`config.mk`:
```
export PLATFORM = sky130hd
export DESIGN_NAME = controller_sequencer_flat
export DESIGN_NICKNAME = d
export VERILOG_FILES = /design/src/rtl/controller_sequencer_if.sv /design/src/rtl/controller_sequencer.sv /design/src/flat_wrapper.sv
export SDC_FILE = /design/constraint.sdc
export NUM_CORES = 1
export LEC_CHECK = 0
export ABC_AREA = 1
export BUFFER_PORTS_ARGS = -buffer_cell sky130_fd_sc_hd__buf_2
export CORE_MARGIN = 2
export CORE_UTILIZATION = 23
export DETAILED_ROUTE_END_ITERATION = 8
export HOLD_SLACK_MARGIN = 0.08
export SLEW_MARGIN = 40
export SYNTH_ARGS = -nofsm -noshare
export SYNTH_HDL_FRONTEND = slang
export SYNTH_SLANG_ARGS = --single-unit
```
`constraint.sdc`:
```
create_clock -name clk -period 2.4 [get_ports clk]
set_input_delay 0.6 -clock clk [delete_from_list [all_inputs] [get_ports clk]]
set_output_delay 0.6 -clock clk [all_outputs]
set_load 0.01 [all_outputs]
```
`src/rtl/controller_sequencer_if.sv`:
```
// Datapath-side signals of the controller sequencer: IR/flag inputs and all control strobes.
interface controller_sequencer_if;
  logic [7:0] instruction;
  logic       zero_flag;
  logic       carry_flag;
  logic       count_pc;
  logic       load_pc;
  logic       enable_pc;
  logic       load_mar;
  logic       ce_ram;
  logic       we_ram;
  logic       load_mdr_reg;
  logic       enable_mdr_reg;
  logic       flip_flop;
  logic       load_accum;
  logic       enable_accum;
  logic       load_b_reg;
  logic       load_c_reg;
  logic       load_temp_reg;
  logic       enable_alu;
  logic       sub_mode;
  logic       load_inst_reg;
  logic       clear_inst_reg;
  logic       load_output_reg;
  logic       enable_input;
  logic       halted;

  modport master (
    input  instruction, zero_flag, carry_flag,
    output count_pc, load_pc, enable_pc, load_mar, ce_ram, we_ram,
           load_mdr_reg, enable_mdr_reg, flip_flop, load_accum, enable_accum,
           load_b_reg, load_c_reg, load_temp_reg, enable_alu, sub_mode,
           load_inst_reg, clear_inst_reg, load_output_reg, enable_input, halted
  );

  modport slave (
    output instruction, zero_flag, carry_flag,
    input  count_pc, load_pc, enable_pc, load_mar, ce_ram, we_ram,
           load_mdr_reg, enable_mdr_reg, flip_flop, load_accum, enable_accum,
           load_b_reg, load_c_reg, load_temp_reg, enable_alu, sub_mode,
           load_inst_reg, clear_inst_reg, load_output_reg, enable_input, halted
  );
endinterface

```
`src/rtl/controller_sequencer.sv`:
```
// Fetch/decode/execute control FSM for the 8-bit bus CPU.
// Optional CTRL_COND_JUMP_EN: enables JZ/JC and the Z/C flag latches.
module controller_sequencer (
  input  logic                          clk,
  input  logic                          clear,
  controller_sequencer_if.master        bus
);

  localparam logic [3:0] OP_LDA = 4'h1;
  localparam logic [3:0] OP_ADD = 4'h2;
  localparam logic [3:0] OP_SUB = 4'h3;
  localparam logic [3:0] OP_STA = 4'h4;
  localparam logic [3:0] OP_MVB = 4'h5;
  localparam logic [3:0] OP_MVC = 4'h6;
  localparam logic [3:0] OP_JMP = 4'h7;
  localparam logic [3:0] OP_JZ  = 4'h8;
  localparam logic [3:0] OP_JC  = 4'h9;
  localparam logic [3:0] OP_IN  = 4'hA;
  localparam logic [3:0] OP_OUT = 4'hB;
  localparam logic [3:0] OP_HLT = 4'hF;

  typedef enum logic [3:0] {
    S_F0, S_F1, S_F2, S_F3, S_D0,
    S_O0, S_O1, S_O2, S_O3,
    S_E0, S_E1, S_E2, S_E3,
    S_HALT
  } state_t;

  state_t     state;
  state_t     state_next;
  logic [3:0] opcode;
  logic       unused_operand_bits;
  logic       two_byte;
  logic       z_q;
  logic       c_q;

  assign opcode              = bus.instruction[7:4];
  assign unused_operand_bits = ^bus.instruction[3:0];
  assign two_byte            = (opcode inside {OP_LDA, OP_ADD, OP_SUB, OP_STA,
                                               OP_JMP, OP_JZ, OP_JC});
  assign bus.clear_inst_reg  = clear;

  always_ff @(posedge clk) begin
    if (clear) state <= S_F0;
    else       state <= state_next;
  end

`ifdef CTRL_COND_JUMP_EN
  // Flags only move on the ALU write-back cycle of ADD/SUB.
  always_ff @(posedge clk) begin
    if (clear) begin
      z_q <= 1'b0;
      c_q <= 1'b0;
    end else if (state == S_E3) begin
      z_q <= bus.zero_flag;
      c_q <= bus.carry_flag;
    end
  end
`else
  logic unused_flags;
  assign unused_flags = bus.zero_flag ^ bus.carry_flag;
  assign z_q = 1'b0;
  assign c_q = 1'b0;
`endif

  // Next state and Moore control decode; clear forces every strobe low.
  always_comb begin
    state_next          = state;
    bus.count_pc        = 1'b0;
    bus.load_pc         = 1'b0;
    bus.enable_pc       = 1'b0;
    bus.load_mar        = 1'b0;
    bus.ce_ram          = 1'b0;
    bus.we_ram          = 1'b0;
    bus.load_mdr_reg    = 1'b0;
    bus.enable_mdr_reg  = 1'b0;
    bus.flip_flop       = 1'b0;
    bus.load_accum      = 1'b0;
    bus.enable_accum    = 1'b0;
    bus.load_b_reg      = 1'b0;
    bus.load_c_reg      = 1'b0;
    bus.load_temp_reg   = 1'b0;
    bus.enable_alu      = 1'b0;
    bus.sub_mode        = 1'b0;
    bus.load_inst_reg   = 1'b0;
    bus.load_output_reg = 1'b0;
    bus.enable_input    = 1'b0;
    bus.halted          = 1'b0;
    if (!clear) begin
      unique case (state)
        S_F0, S_O0: begin
          bus.enable_pc = 1'b1;
          bus.load_mar  = 1'b1;
          state_next    = (state == S_F0) ? S_F1 : S_O1;
        end
        S_F1, S_O1: begin
          bus.ce_ram   = 1'b1;
          bus.count_pc = 1'b1;
          state_next   = (state == S_F1) ? S_F2 : S_O2;
        end
        S_F2, S_O2: begin
          bus.ce_ram       = 1'b1;
          bus.load_mdr_reg = 1'b1;
          state_next       = (state == S_F2) ? S_F3 : S_O3;
        end
        S_F3: begin
          bus.enable_mdr_reg = 1'b1;
          bus.load_inst_reg  = 1'b1;
          state_next         = S_D0;
        end
        S_D0: begin
          if (two_byte)                 state_next = S_O0;
          else if (opcode == OP_HLT)    state_next = S_HALT;
          else if (opcode inside {OP_MVB, OP_MVC, OP_IN, OP_OUT})
                                        state_next = S_E0;
          else                          state_next = S_F0;
        end
        S_O3: begin
          bus.enable_mdr_reg = 1'b1;
          state_next         = S_F0;
          if (opcode inside {OP_LDA, OP_ADD, OP_SUB, OP_STA}) begin
            bus.load_mar = 1'b1;
            state_next   = S_E0;
          end else if (opcode == OP_JMP) begin
            bus.load_pc = 1'b1;
          end else if (opcode == OP_JZ) begin
            bus.load_pc = z_q;
          end else if (opcode == OP_JC) begin
            bus.load_pc = c_q;
          end
        end
        S_E0: begin
          state_next = S_F0;
          case (opcode)
            OP_LDA, OP_ADD, OP_SUB: begin
              bus.ce_ram = 1'b1;
              state_next = S_E1;
            end
            OP_STA: begin
              bus.enable_accum = 1'b1;
              bus.load_mdr_reg = 1'b1;
              bus.flip_flop    = 1'b1;
              state_next       = S_E1;
            end
            OP_MVB: begin
              bus.enable_accum = 1'b1;
              bus.load_b_reg   = 1'b1;
            end
            OP_MVC: begin
              bus.enable_accum = 1'b1;
              bus.load_c_reg   = 1'b1;
            end
            OP_OUT: begin
              bus.enable_accum    = 1'b1;
              bus.load_output_reg = 1'b1;
            end
            OP_IN: begin
              bus.enable_input = 1'b1;
              bus.load_accum   = 1'b1;
            end
            default: ;
          endcase
        end
        S_E1: begin
          state_next = S_F0;
          if (opcode inside {OP_LDA, OP_ADD, OP_SUB}) begin
            bus.ce_ram       = 1'b1;
            bus.load_mdr_reg = 1'b1;
            state_next       = S_E2;
          end else if (opcode == OP_STA) begin
            bus.ce_ram = 1'b1;
            bus.we_ram = 1'b1;
          end
        end
        S_E2: begin
          state_next = S_F0;
          if (opcode == OP_LDA) begin
            bus.enable_mdr_reg = 1'b1;
            bus.load_accum     = 1'b1;
          end else if (opcode inside {OP_ADD, OP_SUB}) begin
            bus.enable_mdr_reg = 1'b1;
            bus.load_temp_reg  = 1'b1;
            state_next         = S_E3;
          end
        end
        S_E3: begin
          bus.enable_alu = 1'b1;
          bus.load_accum = 1'b1;
          bus.sub_mode   = (opcode == OP_SUB);
          state_next     = S_F0;
        end
        S_HALT: begin
          bus.halted = 1'b1;
        end
        default: state_next = S_F0;
      endcase
    end
  end

endmodule

```
`src/flat_wrapper.sv`:
```
// flat-port wrapper written by rule: the top's interface ports become plain ports
module controller_sequencer_flat 
  (clk, clear, bus_instruction, bus_zero_flag, bus_carry_flag, bus_count_pc, bus_load_pc, bus_enable_pc, bus_load_mar, bus_ce_ram, bus_we_ram, bus_load_mdr_reg, bus_enable_mdr_reg, bus_flip_flop, bus_load_accum, bus_enable_accum, bus_load_b_reg, bus_load_c_reg, bus_load_temp_reg, bus_enable_alu, bus_sub_mode, bus_load_inst_reg, bus_clear_inst_reg, bus_load_output_reg, bus_enable_input, bus_halted);
  controller_sequencer_if bus_i ();
  input  logic clk;
  input  logic clear;
  input wire logic [$bits(bus_i.instruction)-1:0] bus_instruction;
  input wire logic [$bits(bus_i.zero_flag)-1:0] bus_zero_flag;
  input wire logic [$bits(bus_i.carry_flag)-1:0] bus_carry_flag;
  output wire logic [$bits(bus_i.count_pc)-1:0] bus_count_pc;
  output wire logic [$bits(bus_i.load_pc)-1:0] bus_load_pc;
  output wire logic [$bits(bus_i.enable_pc)-1:0] bus_enable_pc;
  output wire logic [$bits(bus_i.load_mar)-1:0] bus_load_mar;
  output wire logic [$bits(bus_i.ce_ram)-1:0] bus_ce_ram;
  output wire logic [$bits(bus_i.we_ram)-1:0] bus_we_ram;
  output wire logic [$bits(bus_i.load_mdr_reg)-1:0] bus_load_mdr_reg;
  output wire logic [$bits(bus_i.enable_mdr_reg)-1:0] bus_enable_mdr_reg;
  output wire logic [$bits(bus_i.flip_flop)-1:0] bus_flip_flop;
  output wire logic [$bits(bus_i.load_accum)-1:0] bus_load_accum;
  output wire logic [$bits(bus_i.enable_accum)-1:0] bus_enable_accum;
  output wire logic [$bits(bus_i.load_b_reg)-1:0] bus_load_b_reg;
  output wire logic [$bits(bus_i.load_c_reg)-1:0] bus_load_c_reg;
  output wire logic [$bits(bus_i.load_temp_reg)-1:0] bus_load_temp_reg;
  output wire logic [$bits(bus_i.enable_alu)-1:0] bus_enable_alu;
  output wire logic [$bits(bus_i.sub_mode)-1:0] bus_sub_mode;
  output wire logic [$bits(bus_i.load_inst_reg)-1:0] bus_load_inst_reg;
  output wire logic [$bits(bus_i.clear_inst_reg)-1:0] bus_clear_inst_reg;
  output wire logic [$bits(bus_i.load_output_reg)-1:0] bus_load_output_reg;
  output wire logic [$bits(bus_i.enable_input)-1:0] bus_enable_input;
  output wire logic [$bits(bus_i.halted)-1:0] bus_halted;
  assign bus_i.instruction = bus_instruction;
  assign bus_i.zero_flag = bus_zero_flag;
  assign bus_i.carry_flag = bus_carry_flag;
  assign bus_count_pc = bus_i.count_pc;
  assign bus_load_pc = bus_i.load_pc;
  assign bus_enable_pc = bus_i.enable_pc;
  assign bus_load_mar = bus_i.load_mar;
  assign bus_ce_ram = bus_i.ce_ram;
  assign bus_we_ram = bus_i.we_ram;
  assign bus_load_mdr_reg = bus_i.load_mdr_reg;
  assign bus_enable_mdr_reg = bus_i.enable_mdr_reg;
  assign bus_flip_flop = bus_i.flip_flop;
  assign bus_load_accum = bus_i.load_accum;
  assign bus_enable_accum = bus_i.enable_accum;
  assign bus_load_b_reg = bus_i.load_b_reg;
  assign bus_load_c_reg = bus_i.load_c_reg;
  assign bus_load_temp_reg = bus_i.load_temp_reg;
  assign bus_enable_alu = bus_i.enable_alu;
  assign bus_sub_mode = bus_i.sub_mode;
  assign bus_load_inst_reg = bus_i.load_inst_reg;
  assign bus_clear_inst_reg = bus_i.clear_inst_reg;
  assign bus_load_output_reg = bus_i.load_output_reg;
  assign bus_enable_input = bus_i.enable_input;
  assign bus_halted = bus_i.halted;
  controller_sequencer u_core (.clk(clk), .clear(clear), .bus(bus_i));
endmodule
```
# Yosys cells after proc, flatten, opt, wreduce, memory -nomap -nowiden
# Cells that the tools add are included.
# word_totals
ff_bits	4
input_bits	12
wordCells	109
# op_classes
n_eq_ne	25
n_mux	69
reduce_logical	14
# op_table
operator	count
$mux 1	52
$eq 4x4->1 const B	11
$pmux 4 s10	1
$mux 4	9
$eq 4x3->1 const B	8
$eq 4x2->1 const B	4
$reduce_or 4->1	3
$pmux 1 s3	3
$eq 4x1->1 const B	2
$reduce_bool 4->1	2
$reduce_or 2->1	4
$reduce_bool 7->1	1
$mux 3	2
$logic_not 4->1	1
$pmux 1 s2	2
$reduce_bool 3->1	1
$reduce_or 3->1	1
$reduce_bool 2->1	1

# Logic depth before layout (Yosys ltp)
# depth
depth_word	6
depth_mapped	10

# Worst setup path after synthesis
# OpenSTA, ideal clock, no wires.
# synth_path
path_type	input -> output
from	input clear
to	output bus_load_inst_reg
arrival_ps	1269
required_time_ps	1800
path_slack_ps	531
stages	3
path_buffers	2
path_cell_list	clkbuf_1 clkbuf_1 nor3_1
# synth_between
elab_chain_len	1
# synth_rtl
element	line	source
start: declaration	flat_wrapper.sv:6	input logic clear;
$mux 1	controller_sequencer.sv:89	if (!clear) begin
end: declaration	flat_wrapper.sv:26	output wire logic [$bits(bus_i.load_inst_reg)-1:0] bus_load_inst_reg;
# No other way between the ends.

# Worst setup path after layout
# layout_path
from	input bus_instruction[7]
to	output bus_load_mdr_reg
# layout_between
elab_chain_len	5
elab_cells_between_ends	9
cone_classes	eq/ne: 4; mux: 4; reduce/logical: 1
# layout_rtl
element	line	source
start: declaration	flat_wrapper.sv:7	input wire logic [$bits(bus_i.instruction)-1:0] bus_instruction;
$eq 4x1->1 / $eq 4x2->1 (equally long branches)	controller_sequencer.sv:166	if (opcode inside {OP_LDA, OP_ADD, OP_SUB}) begin
$reduce_bool 3->1	controller_sequencer.sv:166	
$mux 1	controller_sequencer.sv:166	
$pmux 1 s3 (*)	controller_sequencer.sv:90	unique case (state)
$mux 1 (*)	controller_sequencer.sv:89	
end: declaration	flat_wrapper.sv:16	output wire logic [$bits(bus_i.load_mdr_reg)-1:0] bus_load_mdr_reg;
# Mark *: on every way between the ends. The rest lies on a longest branch, timed or not.

==> metrics.cfg <==
[yosys]
ys_warn_count=0
mappedNetlistArea_um2=666
synth_edf_count=0
post-synth-top-count-cell=nand2_1
synth_area_leaders=nand2_1, nor2_1, inv_1
synthAdderAreaFrac=0
avgSynthCellArea_um2=4.75
seq_area_frac_synth=0.120
yosys-top-cells-count=nand2_1, nor2_1, inv_1, nand3_1, a21oi_1
synth_top_cell_by_area=nand2_1
synthSimpleGateAreaFrac=0.603
synth_top_family_by_area=simple AND/OR/NAND/NOR gates
netlist_instances=140
synth-compound-area-share=0.118
synth_cell_types=18
synth.net_count=152
synthArstFlopShare=0
synth_xor_area_frac=0
synthMuxAreaShare=0
synth-seq-cells=4
netlist.area_leader.share=0.226
synthFlopType=dfxtp_1

[route]
ant_nets=0
drt-vias-per-instance=4.52
first_pass_iters=4
vias=899
drc=0
wl_per_cell_um=9.77
drt_wl_total_um=1940
drt-initial-drc-count=27

[timing]
setup-violations-final=0
hold_viol=0
skew_ns=0.00150
drv_slew=0
fin_crit_sh=0.916
worst-slew-pin-transition_ns=0.292
maxSlewHeadroom=0.805
grt_setup_unrepaired=false
finalSetupTns_ns=0
max_freq_mhz=455
layout_min_cycle_time_ns=2.20

[worst_setup_path]
cpMaxStageDelayCell=nor2_1
end_kind=output port
cp_data_arrival_time_ns=1.60
crit_family=simple AND/OR/NAND/NOR gates
path_class=in -> out
setup.worst_path.start_class=primary input
cpPeakStageDelay_ns=0.22
critPathBufInv=2
worstPathMaxFanout=5
cp.required_ns=1.80
worstPathCellList=buf_2, nor2_1, nand2_2, nor2_2, o21ai_0, o21ai_0, buf_2

[global_route]
grt_pass1_wl_um=3110
grt_max_degree=18
grt_usage=0.114
grt_pass1_vias=738
overflow=0
antenna_found_initial=0

[die]
io-pin-count=33
die-width_um=57.8
row_count=19
die-height_um=57.8
dieArea_mm2=0.00334
core_area_mm2=0.00276
start_util=0.241

[pwr]
powerDensity_mw_per_mm2=438
ir_drop_mv=0.222
p_leak_nw=0.519

[clock_tree]
cts.sinks=4
post_cts_buffers=0
cts-hold-fix-buffers=0
cts_tree=yes
clockBufferDepth=2
cts-buffers-inserted=3
ctsResizeCount=0
htree_levels=1
root_buffer=clkbuf_4
clkTransAtPathRegs_ns=0.04
clock_latency_ns=0.23

[status]
status=finished clean

[place]
gp_congestion=0.840
dp_hpwl_um=1620
io_buffers=26

[finish]
reg_top3=u_core.state (4)
largest_register=u_core.state
utilization=0.311
largest_reg_flops=4
fillCellCount=343
area_delta_synth_final_pct=28.8
drive_gt1_frac=0.238
nets=182
antenna_cells=0

[job]
cap_viol_max_count=0

[hold_path]
hold_class=reg -> reg

## tightest hold or removal path: stages (launching register included)
cell	delay, ns
dfxtp_1	0.33
nand3_1	0.11
nand2_1	0.05
## metrics by stage
step           power, mW  worst slack [ns]  cell area [µm²]  instances  hold WS, ns
2_1_floorplan      0.225             0.531              666        140        0.507
3_3_place_gp       0.294             0.253              835        196        0.536
3_5_place_dp       0.294             0.242              835        196        0.537
4_1_cts            0.379             0.219              857        199        0.543
5_1_grt            0.419            0.0901              857        199        0.569
6_report           0.376             0.201              857        199        0.534
## metal layers
layer | track usage | vias up | part of all wire
met1 | 0.169 | 378 | 0.53
met2 | 0.179 | 30 | 0.42
met3 | 0.0201 | 0 | 0.054
li1 | - | 491 | -
met4 | 0.00997 | 0 | 0
met5 | 0 | - | 0
## path summary, 6_finish.rpt
check	from	to	slack [ns]	depth (start not counted)
hold / removal	u_core.state[2]	u_core.state[2]	0.53	2
hold reg to reg	u_core.state[2]	u_core.state[2]	0.53	2
setup / recovery	bus_instruction[7]	bus_load_mdr_reg	0.20	7
setup reg to reg	u_core.state[3]	u_core.state[0]	1.11	10
## cells in the final DEF, fill, tap and decap left out, drive strengths merged, types with 3 or more instances in the layout
cell / count
dfxtp: 4
inv: 24
nand2: 44
a21oi: 7
nor2: 33
nor3: 5
o21ai: 6
buf: 28
clkbuf: 3
nand3: 8
## power breakdown
| part | switching, mW | total (mW) | internal [mW] | leakage, nW |
|---|---|---|---|---|
| Combinational | 0.127 | 0.205 | 0.0784 | 0.472 |
| Clock | 0.0255 | 0.0813 | 0.0558 | 0.0138 |
| Sequential | 0.0109 | 0.0889 | 0.0780 | 0.0328 |
## kinds of logic after synthesis
| family | after synthesis |
|---|---|
| AOI/OAI and AO/OA | 15 |
| buffers and inverters | 27 |
| DFF | 4 |
| and+or+nand+nor | 94 |
## cell type report
type,instances,area [µm²],share of cell area
multi-input cells,109,480,0.561
inverters,24,90.1,0.105
well taps,31,38.8,0.0453
flip-flops and latches,4,80.1,0.0934
clock buffers,3,22.5,0.0263
repair buffers,28,145,0.169
No activity file was read; power rests on OpenSTA's default activity.
